[src/rtl/serv_ibus_prefetch.sv]
// One-entry next-line instruction prefetcher between the SERV ibus and memory.
// Define SERV_IBUS_PREFETCH_SNOOP_EN to invalidate the buffer on matching dbus writes.
module serv_ibus_prefetch #(
  parameter logic [31:0] STRIDE = 32'd4
) (
  input  logic        clk,
  input  logic        i_rst_n,
  input  logic [31:0] i_cpu_adr,
  input  logic        i_cpu_cyc,
  output logic [31:0] o_cpu_rdt,
  output logic        o_cpu_ack,
  output logic [31:0] o_mem_adr,
  output logic        o_mem_cyc,
  input  logic [31:0] i_mem_rdt,
  input  logic        i_mem_ack,
  input  logic [31:0] i_snoop_adr,
  input  logic        i_snoop_we,
  input  logic        i_snoop_ack,
  output logic        o_hit
);

  typedef enum logic [1:0] {IDLE, DEMAND, PREFETCH} state_e;

  state_e      state_q, state_d;
  logic        valid_q, valid_d;
  logic [29:0] tag_q, tag_d;
  logic [31:0] data_q, data_d;
  logic        ack_q, ack_d;
  logic        hit_q, hit_d;
  logic [31:0] rdt_q, rdt_d;
  logic [31:0] adr_q, adr_d;
  logic        cyc_q, cyc_d;

  logic pend, buf_match, flight_match, mem_ack, snoop_kill, stale_now;

  // The ack cycle still shows the old request, so it must not count as a new one.
  assign pend         = i_cpu_cyc & ~ack_q;
  assign buf_match    = (tag_q == i_cpu_adr[31:2]);
  assign flight_match = (adr_q[31:2] == i_cpu_adr[31:2]);
  assign mem_ack      = i_mem_ack & cyc_q;

`ifdef SERV_IBUS_PREFETCH_SNOOP_EN
  logic stale_q, stale_d;
  logic snoop_wr, snoop_flight;
  assign snoop_wr     = i_snoop_we & i_snoop_ack;
  assign snoop_kill   = snoop_wr & (i_snoop_adr[31:2] == tag_q);
  assign snoop_flight = snoop_wr & (i_snoop_adr[31:2] == adr_q[31:2]) & (state_q == PREFETCH);
  assign stale_now    = stale_q | snoop_flight;
`else
  logic unused_snoop;
  assign unused_snoop = ^{i_snoop_adr, i_snoop_we, i_snoop_ack};
  assign snoop_kill   = 1'b0;
  assign stale_now    = 1'b0;
`endif

  always_comb begin
    state_d = state_q;
    valid_d = valid_q & ~snoop_kill;
    tag_d   = tag_q;
    data_d  = data_q;
    ack_d   = 1'b0;
    hit_d   = 1'b0;
    rdt_d   = rdt_q;
    adr_d   = adr_q;
    cyc_d   = cyc_q;
`ifdef SERV_IBUS_PREFETCH_SNOOP_EN
    stale_d = stale_now;
`endif
    case (state_q)
      IDLE: if (pend) begin
        if (valid_q & ~snoop_kill & buf_match) begin
          ack_d   = 1'b1;
          hit_d   = 1'b1;
          rdt_d   = data_q;
          valid_d = 1'b0;
          state_d = PREFETCH;
          cyc_d   = 1'b1;
          adr_d   = i_cpu_adr + STRIDE;
        end else begin
          valid_d = 1'b0;
          state_d = DEMAND;
          cyc_d   = 1'b1;
          adr_d   = i_cpu_adr;
        end
      end
      DEMAND: if (mem_ack) begin
        rdt_d   = i_mem_rdt;
        ack_d   = 1'b1;
        state_d = PREFETCH;
        adr_d   = adr_q + STRIDE;
      end
      PREFETCH: if (mem_ack) begin
`ifdef SERV_IBUS_PREFETCH_SNOOP_EN
        stale_d = 1'b0;
`endif
        if (pend & flight_match & ~stale_now) begin
          ack_d = 1'b1;
          hit_d = 1'b1;
          rdt_d = i_mem_rdt;
          adr_d = adr_q + STRIDE;
        end else if (pend) begin
          // In-flight word is useless (wrong address or stale): refetch on demand.
          state_d = DEMAND;
          adr_d   = i_cpu_adr;
        end else begin
          state_d = IDLE;
          cyc_d   = 1'b0;
          if (~stale_now) begin
            valid_d = 1'b1;
            tag_d   = adr_q[31:2];
            data_d  = i_mem_rdt;
          end
        end
      end
      default: state_d = IDLE;
    endcase
  end

  always_ff @(posedge clk or negedge i_rst_n) begin
    if (!i_rst_n) begin
      state_q <= IDLE;
      valid_q <= 1'b0;
      tag_q   <= '0;
      data_q  <= '0;
      ack_q   <= 1'b0;
      hit_q   <= 1'b0;
      rdt_q   <= '0;
      adr_q   <= '0;
      cyc_q   <= 1'b0;
`ifdef SERV_IBUS_PREFETCH_SNOOP_EN
      stale_q <= 1'b0;
`endif
    end else begin
      state_q <= state_d;
      valid_q <= valid_d;
      tag_q   <= tag_d;
      data_q  <= data_d;
      ack_q   <= ack_d;
      hit_q   <= hit_d;
      rdt_q   <= rdt_d;
      adr_q   <= adr_d;
      cyc_q   <= cyc_d;
`ifdef SERV_IBUS_PREFETCH_SNOOP_EN
      stale_q <= stale_d;
`endif
    end
  end

  assign o_cpu_ack = ack_q;
  assign o_cpu_rdt = rdt_q;
  assign o_hit     = hit_q;
  assign o_mem_adr = adr_q;
  assign o_mem_cyc = cyc_q;

endmodule

[config.mk]
export PLATFORM = sky130hd
export DESIGN_NAME = serv_ibus_prefetch
export DESIGN_NICKNAME = d
export VERILOG_FILES = /design/src/rtl/serv_ibus_prefetch.sv
export SDC_FILE = /design/constraint.sdc
export NUM_CORES = 1
export LEC_CHECK = 0
export CAP_MARGIN = 30
export CORE_UTILIZATION = 53
export CTS_CLUSTER_SIZE = 20
export DETAILED_ROUTE_END_ITERATION = 8
export GPL_ROUTABILITY_DRIVEN = 0
export PLACE_DENSITY_LB_ADDON = 0.1
export SYNTH_ARGS = -nofsm -noshare
export SYNTH_HDL_FRONTEND = slang
export SYNTH_SLANG_ARGS = --single-unit
[constraint.sdc]
create_clock -name clk -period 2.8 [get_ports clk]
set_input_delay 0.42 -clock clk [delete_from_list [all_inputs] [get_ports clk]]
set_output_delay 0.42 -clock clk [all_outputs]
set_load 0.02 [all_outputs]
Yosys cells after proc, flatten, opt, wreduce, memory -nomap -nowiden
Cells that the tools add are included.
{"block": "word_totals", "regBits": 132, "latchBits": 0, "ramBits": 0, "mem_bits_ro": 0, "inputBits": 102, "elab_cells": 75, "n_memories": 0}
{"block": "op_classes", "addsub": 2, "n_mul": 0, "div": 0, "magnitude_cmp": 0, "n_eq_ne": 12, "shifts": 0, "n_mux": 37, "bitwise_logic": 7, "reduce_logical": 8}
{"operator": "$mux 32", "count": 11}
{"operator": "$pmux 32 s3", "count": 2}
{"operator": "$add 32x3->32 const B", "count": 2}
{"operator": "$eq 30x30->1", "count": 2}
{"operator": "$mux 1", "count": 14}
{"operator": "$ne 2x2->1 const B", "count": 7}
{"operator": "$mux 2", "count": 5}
{"operator": "$reduce_and 5->1", "count": 2}
{"operator": "$reduce_and 4->1", "count": 2}
{"operator": "$pmux 1 s2", "count": 3}
{"operator": "$pmux 2 s3", "count": 1}
{"operator": "$reduce_and 6->1", "count": 1}
{"operator": "$and 1x1->1", "count": 4}
{"operator": "$ne 3x3->1 const B", "count": 1}
{"operator": "$not 1->1", "count": 3}
{"operator": "$pmux 1 s3", "count": 1}
{"operator": "$reduce_bool 3->1", "count": 1}
{"operator": "$eq 2x1->1 const B", "count": 1}
{"operator": "$eq 2x2->1 const B", "count": 1}
{"operator": "$logic_not 2->1", "count": 1}
{"operator": "$reduce_bool 2->1", "count": 1}

Depth between registers and ports, before layout
Gate-level depths: netlist of run 1.
{"block": "logic_depth", "word_depth": 6, "depth_mapped": 11}

Worst setup path after synthesis of run 1
Ideal clock, no wire load.
{"block": "synth_timing", "kind": "register to register", "from": "reg adr_q[18] (netlist: o_mem_adr[18])", "to": "reg adr_q[25] (netlist: o_mem_adr[25])", "setup_time_ns": 0.143, "arrival_ns": 2.531, "slack_ns": 0.125, "path_stages_with_launch": 11, "path_buffers": 3, "period_less_slack_ns": 2.675, "path_cell_list": "dfrtp_1 clkbuf_1 xnor2_1 nand4_1 or4_1 buf_2 nor2_4 buf_6 mux2_1 a221oi_1 a211oi_1"}
{"block": "synth_via", "elab_chain_cells": 5, "elab_cells_between_ends": 9, "cone_classes": "add/sub: 1; eq/ne: 2; mux: 4; bitwise: 1; reduce/logical: 1"}
{"item": "start: declaration", "line_no": "31", "text": "logic [31:0] adr_q, adr_d;"}
{"item": "start signal: assignment", "line_no": "141", "text": "adr_q <= adr_d;"}
{"item": "parallel branches: the longest is 5 deep, another holds $add 32x3->32"}
Several ways; the timed one is not identified. The select of a mux whose other input is x is not followed.
A chain may end at the register's enable or synchronous reset.

Final worst setup path of run 1
{"block": "layout_timing", "from": "in i_cpu_adr[22]", "to": "reg adr_q[27] (netlist: o_mem_adr[27])"}
{"block": "layout_via", "elab_chain_cells": 5, "elab_cells_between_ends": 12, "cone_classes": "add/sub: 1; eq/ne: 3; mux: 5; bitwise: 2; reduce/logical: 1"}
{"item": "start: declaration", "line_no": "8", "text": "input logic [31:0] i_cpu_adr,"}
{"item": "parallel branches: the longest is 5 deep, another holds $add 32x3->32"}
Several ways; the timed one is not identified. The select of a mux whose other input is x is not followed.

==> impl_results.md, run 1 <==
* Post-synth EDFFs at 0
* Main synth FF type: dfrtp_1
* Setup total negative slack at 0 ns
* Crit path largest cell delay at 0.49 ns
* Synth unique cells at 64
* Largest net degree at the start of global routing at 65
* Worst endpoint required time at 3.10 ns
* Routed WL at 28.3 mm
* Worst Max-Slew Pin Slew at 0.767 ns
* CP cell instances: clkdlybuf4s50_1 -> buf_4 -> xor2_1 -> nor4_2 -> and4_1 -> nand2_2 -> buf_4 -> buf_4 -> or4_1 -> a21oi_1 -> a211oi_1
* Share of cells above drive strength 1 at 0.344
* Cell mode on critical path: buf_4
* Clock tree sinks at 132
* CP Capture Type: register
* Max Clk Rate at 0.359 GHz
* Vias at 8218
* Synth Area in Compound Gates at 0.120
* Number of max-slew violations in the final report at 0
* Total power density per cell area at 1220 mW/mm²
* Post-synthesis simple-gate area fraction at 0.150
* WHS at 0.502 ns
* Register area at 0.00330 mm²
* I/O Pins at 169
* CP startpoint: i_cpu_adr[22]
* FFs w/ async S/R, synth at 1.00
* H-tree levels at 4
* Grt ovf at 0
* Layout Skew at 0.0103 ns
* Post-Syn Instances at 847
* Chip width at 129 µm
* Peak supply drop at 0.000692 V
* CP Launch Type: primary input
* CP Class: primary input to register
* HPWL after DPL at 20.3 mm
* Vias per cell at 6.25
* Crit path max fanout at 7
* Cell family with most CP delay: simple AND/OR/NAND/NOR gates
* Rel. slew slack at 0.484
* Final Non-Filler Cells at 1314
* Std cell rows at 45
* Critical Path Slowest Stage Cell: or4_1
* Core area at 0.0154 mm²
* Worst skew pair latency at 0.43 ns
* Port Buffers at 134
* Initial Util at 0.552
* Gr usage total at 0.350
* CTS tree: done
* DIE AREA at 0.0166 mm²
* Period Utilization, post-route at 0.995
* Clock-pin slew on the worst setup and hold paths at 0.06 ns
* Fillers at 1090
* Final setup viols at 0
* Leak at 4.97 nW
* Vias in the first global route at 8282
* Mux share of post-synthesis cell area at 0.178
* CTS root buf: clkbuf_16
* Antenna-violating nets left at 0
* Adder-cell share of the synthesized area at 0.00882
* Largest family of logic cells by synthesized area: multiplexers
* Area occupied by multi-input gates at 0.00490 mm²
* Seq/Total Area, Yosys at 0.388
* Inserted Clock Buffers at 17
* Outcome: complete, no violations
* Final net count at 1198
* Number of DRC markers in iteration 0 at 1064
* DP Cell Count at 1278
* RR Startpoint: o_mem_adr[13]
* Drt drc at 0
* Synth Register Bits at 132
* Post-Syn Area at 0.00851 mm²
* Layout area overhead at 38.8%
* Xor and xnor area share after synthesis at 0.0998
* Buffers & Inverters on Critical Path at 4
* Final Util at 0.766
* Initial antenna violation count at 0
* Tmin final at 2.79 ns
* Hold Crit Class: register to register
* Global-route wire length before repair at 43.8 mm
* WL per Instance at 21.6 µm
* Number of synthesis warnings at 0
* DRT Pass-1 Iters at 5
* Clock buffer depth at 2
* N_diodes at 0
* Total of max-cap violations at 0
* Syn avg cell area at 10.1 µm²
* Final hold violation count at 0
* Chip height at 129 µm
* WP data arrival at 3.08 ns
* Net Count, Synth at 955
* Worst hold start: o_cpu_rdt[31]
[repair_timing]
action / in CTS / in global routing
pin swaps: 1 / 9
resized for setup: 2 / 28
buffers inserted: 0 / 3
gates cloned: 0 / 0
hold buffers: 1 / 0
endpoints found under the hold margin: 41 / 0
setup endpoints to repair: 3 / 46
[kinds of logic (layout without fill, tap and decap cells)]
| kind of cell | Yosys count | count (layout) |
|---|---|---|
| AO/OA/AOI/OAI | 141 | 141 |
| XOR/XNOR | 91 | 91 |
| adder cells (fa/ha/maj) | 6 | 6 |
| buffers and inverters | 102 | 358 |
| flip-flops | 132 | 132 |
| multiplexers | 135 | 135 |
| AND/OR/NAND/NOR | 240 | 240 |
[metrics by stage]
step	setup WS, ns	power [mW]	cell area, µm²
CTS	0.0293	14.1	11600
finish	0.0137	14.4	11800
floorplan	0.125	8.27	8510
detailed placement	-0.579	11.7	11000
global placement	-0.412	11.4	11000
global route	-0.0306	15.0	11800
[final timing paths]
kind,cells past startpoint,to,slack [ns]
max in group asynchronous,3,data_q[31],1.54
min,1,o_cpu_rdt[31],0.50
max reg2reg,8,o_mem_adr[9],0.15
min in group asynchronous,2,o_mem_adr[17],0.51
min reg2reg,1,o_cpu_rdt[31],0.50
max,11,o_mem_adr[27],0.01
[flip-flops by register name (all words and copies together), names as in the netlist]
register	count
o_mem_cyc	1
data_q	32
o_cpu_ack	1
o_hit	1
valid_q	1
state_q	2
o_cpu_rdt	32
o_mem_adr	32
tag_q	30
[cells in the final DEF (no fill, tap or decap), types with 19 or more instances in the layout]
| cell | synthesis | layout |
|---|---|---|
| nor3_1 | 21 | 20 |
| nand2_1 | 53 | 52 |
| mux2_2 | 132 | 132 |
| xor2_1 | 36 | 33 |
| dfrtp_1 | 132 | 132 |
| a221oi_1 | 24 | 24 |
| xnor2_1 | 48 | 35 |
| nand4_1 | 39 | 39 |
| xnor2_2 | 7 | 20 |
| o21ai_0 | 21 | 21 |
| clkdlybuf4s50_1 | 0 | 131 |
| nand3_1 | 26 | 26 |
| buf_4 | 4 | 167 |
| nor2_1 | 35 | 35 |
| a21oi_1 | 30 | 30 |
| a211oi_1 | 21 | 21 |
| inv_1 | 19 | 19 |
[cells in the mapped netlist (23+ instances only)]
master / count / area (µm²)
a221oi_1: 24 / 210
nor4_1: 23 / 144
mux2_2: 132 / 1490
buf_2: 29 / 145
clkbuf_1: 42 / 158
xor2_1: 36 / 315
a21oi_1: 30 / 150
nand4_1: 39 / 244
dfrtp_1: 132 / 3300
nand3_1: 26 / 130
nor2_1: 35 / 131
xnor2_1: 48 / 420
nand2_1: 53 / 199
[worst reg2reg max path: cells and delay by family, from the launching register on]
family	cells	cell delay, ns
buf+inv	1	0.17
simple gates	3	0.93
flops	1	0.39
compound gates	2	0.36
mux	1	0.34
xor+xnor	1	0.33
[area by class of cell]
type	instances	area share
clock buffers	21	0.0381
well taps	211	0.0223
flip-flops and latches	132	0.280
multi-input cells	613	0.415
repair buffers	307	0.228
clock inverters	11	0.0108
inverters	19	0.00604
[layer usage]
metal	part of all wire	GRT usage
met4	0.053	0.207
met3	0.11	0.0973
met2	0.46	0.554
met1	0.38	0.430
met5	0	0
[power by group]
part           internal, mW  switching (mW)  total (mW)
clock network          1.34           0.887        2.22
registers              2.88           0.634        3.52
logic                  4.15            4.50        8.65
total                  8.37            6.02        14.4
Power figures use the tool's default switching activity.
==> run 2, diff against run 1 <==
- SKIP_CTS_REPAIR_TIMING: not set -> 1
- clock period: 2.8 -> 2.6 ns (I/O delays scaled with it)
==> run 2 against run 1 <==
  * The run now ends with DRC, setup timing left
  * Utilization grew 4.6 points
  * Design area grew 6.0%
  * Global-route usage grew 2.1 points
  * Clock skew shrank 0.0021 ns
  * Worst hold slack lost 0.051 ns
  * Sequential cell count is the same
  * Register-to-register slack lost 0.39 ns
  * Largest cell class unchanged
==> impl_results.md, run 2 (synthesis gave the netlist of run 1 again) <==
* Outcome: finished, violations left
* Violated checks: DRC, setup timing
* Chip height at 129 µm (unchanged)
* Chip width at 129 µm (unchanged)
* Largest net degree at the start of global routing at 58 (-11%)
* Port Buffers at 134 (unchanged)
* Hold Crit Class: primary input to register
* Max Clk Rate at 0.353 GHz
* Leak at 5.38 nW (+8.4%)
* HPWL after DPL at 20.6 mm (+1.6%)
* Layout area overhead at 47.2%
* Worst Max-Slew Pin Slew at 0.671 ns (-0.0951 ns)
* CTS root buf: clkbuf_16
* Share of cells above drive strength 1 at 0.401 (+0.0578)
* Register area at 0.00331 mm² (+0.23%)
* Inserted Clock Buffers at 17 (unchanged)
* Clock-pin slew on the worst setup and hold paths at 0.06 ns (about the same)
* Final setup viols at 64 (+64)
* Pre-CTS WS at -0.861 ns (-0.282 ns)
* DIE AREA at 0.0166 mm² (unchanged)
* Switching Fraction at 0.420 (+0.00191)
* CP Class: primary input to register
* Std cell rows at 45 (unchanged)
* Final net count at 1221 (+1.9%)
* WP data arrival at 3.14 ns (+0.06 ns)
* Final Non-Filler Cells at 1338 (+1.8%)
* Total power density per cell area at 1340 mW/mm² (+10%)
* Sequential share of power at 0.231 (-0.013)
* Vias at 8705 (+5.9%)
* Area occupied by multi-input gates at 0.00523 mm² (+6.6%)
* Initial Util at 0.552 (unchanged)
* I/O Pins at 169 (unchanged)
* RSZ-0062 raised after global routing: true
* Final hold violation count at 0 (unchanged)
* Setup WS post-layout at -0.236 ns (-0.250 ns)
* Commonest non-fill, non-tap cell in the layout: buf_4
* Gr usage total at 0.371 (+0.0207)
* Peak supply drop at 0.000890 V (+29%)
* Worst skew pair latency at 0.43 ns (about the same)
* Initial antenna violation count at 1 (+1)
* CP Launch Type: primary input
* DRT Pass-1 Iters at 9 (+4)
* Total of max-cap violations at 0 (unchanged)
* Vias per cell at 6.51 (+4.0%)
* Rel. slew slack at 0.552 (+0.0676)
* Tmin final at 2.84 ns
* Clock tree sinks at 132 (unchanged)
* CP Capture Type: register
* Global-route wire length before repair at 46.3 mm (+5.8%)
* Routed WL at 31.9 mm (+13%)
* Period Utilization, post-route at 1.09
* Core area at 0.0154 mm² (unchanged)
* Drt drc at 1 (+1)
* Combinational power share at 0.603 (+0.002)
* Clock buffer depth at 2 (unchanged)
* Vias in the first global route at 8557 (+3.3%)
* H-tree levels at 4 (unchanged)
* Final Util at 0.812 (+0.0463)
* Grt ovf at 0 (unchanged)
* WHS at 0.451 ns (-0.0506 ns)
* Number of DRC markers in iteration 0 at 1171 (+10%)
* Number of max-slew violations in the final report at 0 (unchanged)
* Most frequent cells in the layout: buf_4, mux2_2, dfrtp_1, clkdlybuf4s50_1, nand2_1
* Crit path max fanout at 4 (-3)
* Power Internal at 9.76 mW (+17%)
* DP Cell Count at 1286 (+0.63%)
* Clock Power Share at 0.166 (+0.011)
* Worst endpoint required time at 2.90 ns (-0.20 ns)
* Fillers at 949 (-13%)
* Antenna-violating nets left at 0 (unchanged)
* WL per Instance at 23.9 µm (+11%)
* Layout Skew at 0.00820 ns (-0.00212 ns)
* CTS tree: done
* Sw power at 7.08 mW (+18%)
-- run 2: power by group through the flow --
stage / sequential [mW] / combinational, mW / clock [mW]
2_1_floorplan: 4.33 / 4.65 / 0
3_3_place_gp: 3.73 / 8.85 / 0
3_5_place_dp: 3.79 / 9.07 / 0
4_1_cts: 3.78 / 9.15 / 2.81
5_1_grt: 4.00 / 10.6 / 2.89
6_report: 3.90 / 10.1 / 2.80
-- run 2: final cells by class --
class | count | area share
Tap cell | 211 | 0.0211
Sequential cell | 132 | 0.264
Antenna cell | 1 | 0.000200
Clock inverter | 12 | 0.0172
Timing Repair Buffer | 330 | 0.237
Clock buffer | 20 | 0.0373
Multi-Input combinational cell | 613 | 0.417
Inverter | 19 | 0.00569
-- run 2: worst max-delay path: stages --
cell	delay [ns]
clkdlybuf4s50_1	0.46
xnor2_2	0.29
buf_4	0.17
nand4_1	0.11
nor4_1	0.60
nand2_2	0.23
buf_4	0.19
buf_4	0.13
mux2_2	0.27
a221oi_2	0.22
a211oi_1	0.08
-- run 2: routing by layer --
metal  track usage  vias up  wire (µm)
met5             0        -          0
met4         0.219        0       2260
met3         0.106      216       3810
met2         0.590      750      14700
met1         0.450     4108      11200
li1              -     3631          -
-- run 2: worst paths after layout --
kind                                     from            end  slack, ns  depth (start not counted)
worst max register to register  o_mem_adr[14]  o_mem_adr[26]      -0.24                         10
worst max-delay path            i_cpu_adr[14]  o_mem_adr[26]      -0.24                         11
worst min register to register     data_q[29]     data_q[29]       0.51                          1
min in group asynchronous             i_rst_n  o_mem_adr[18]       0.52                          2
max in group asynchronous             i_rst_n   o_mem_adr[6]       1.29                          3
worst min-delay path             i_cpu_adr[3]   o_mem_adr[3]       0.45                          4
-- run 2: metrics by stage --
step / cell area, µm² / setup TNS, ns / power (mW)
floorplan: 8570 / 0 / 8.98
global placement: 11100 / -34.11 / 12.6
detailed placement: 11100 / -36.45 / 12.9
CTS: 11800 / -8.61 / 15.7
global route: 12500 / -12.65 / 17.5
finish: 12500 / -10.06 / 16.8
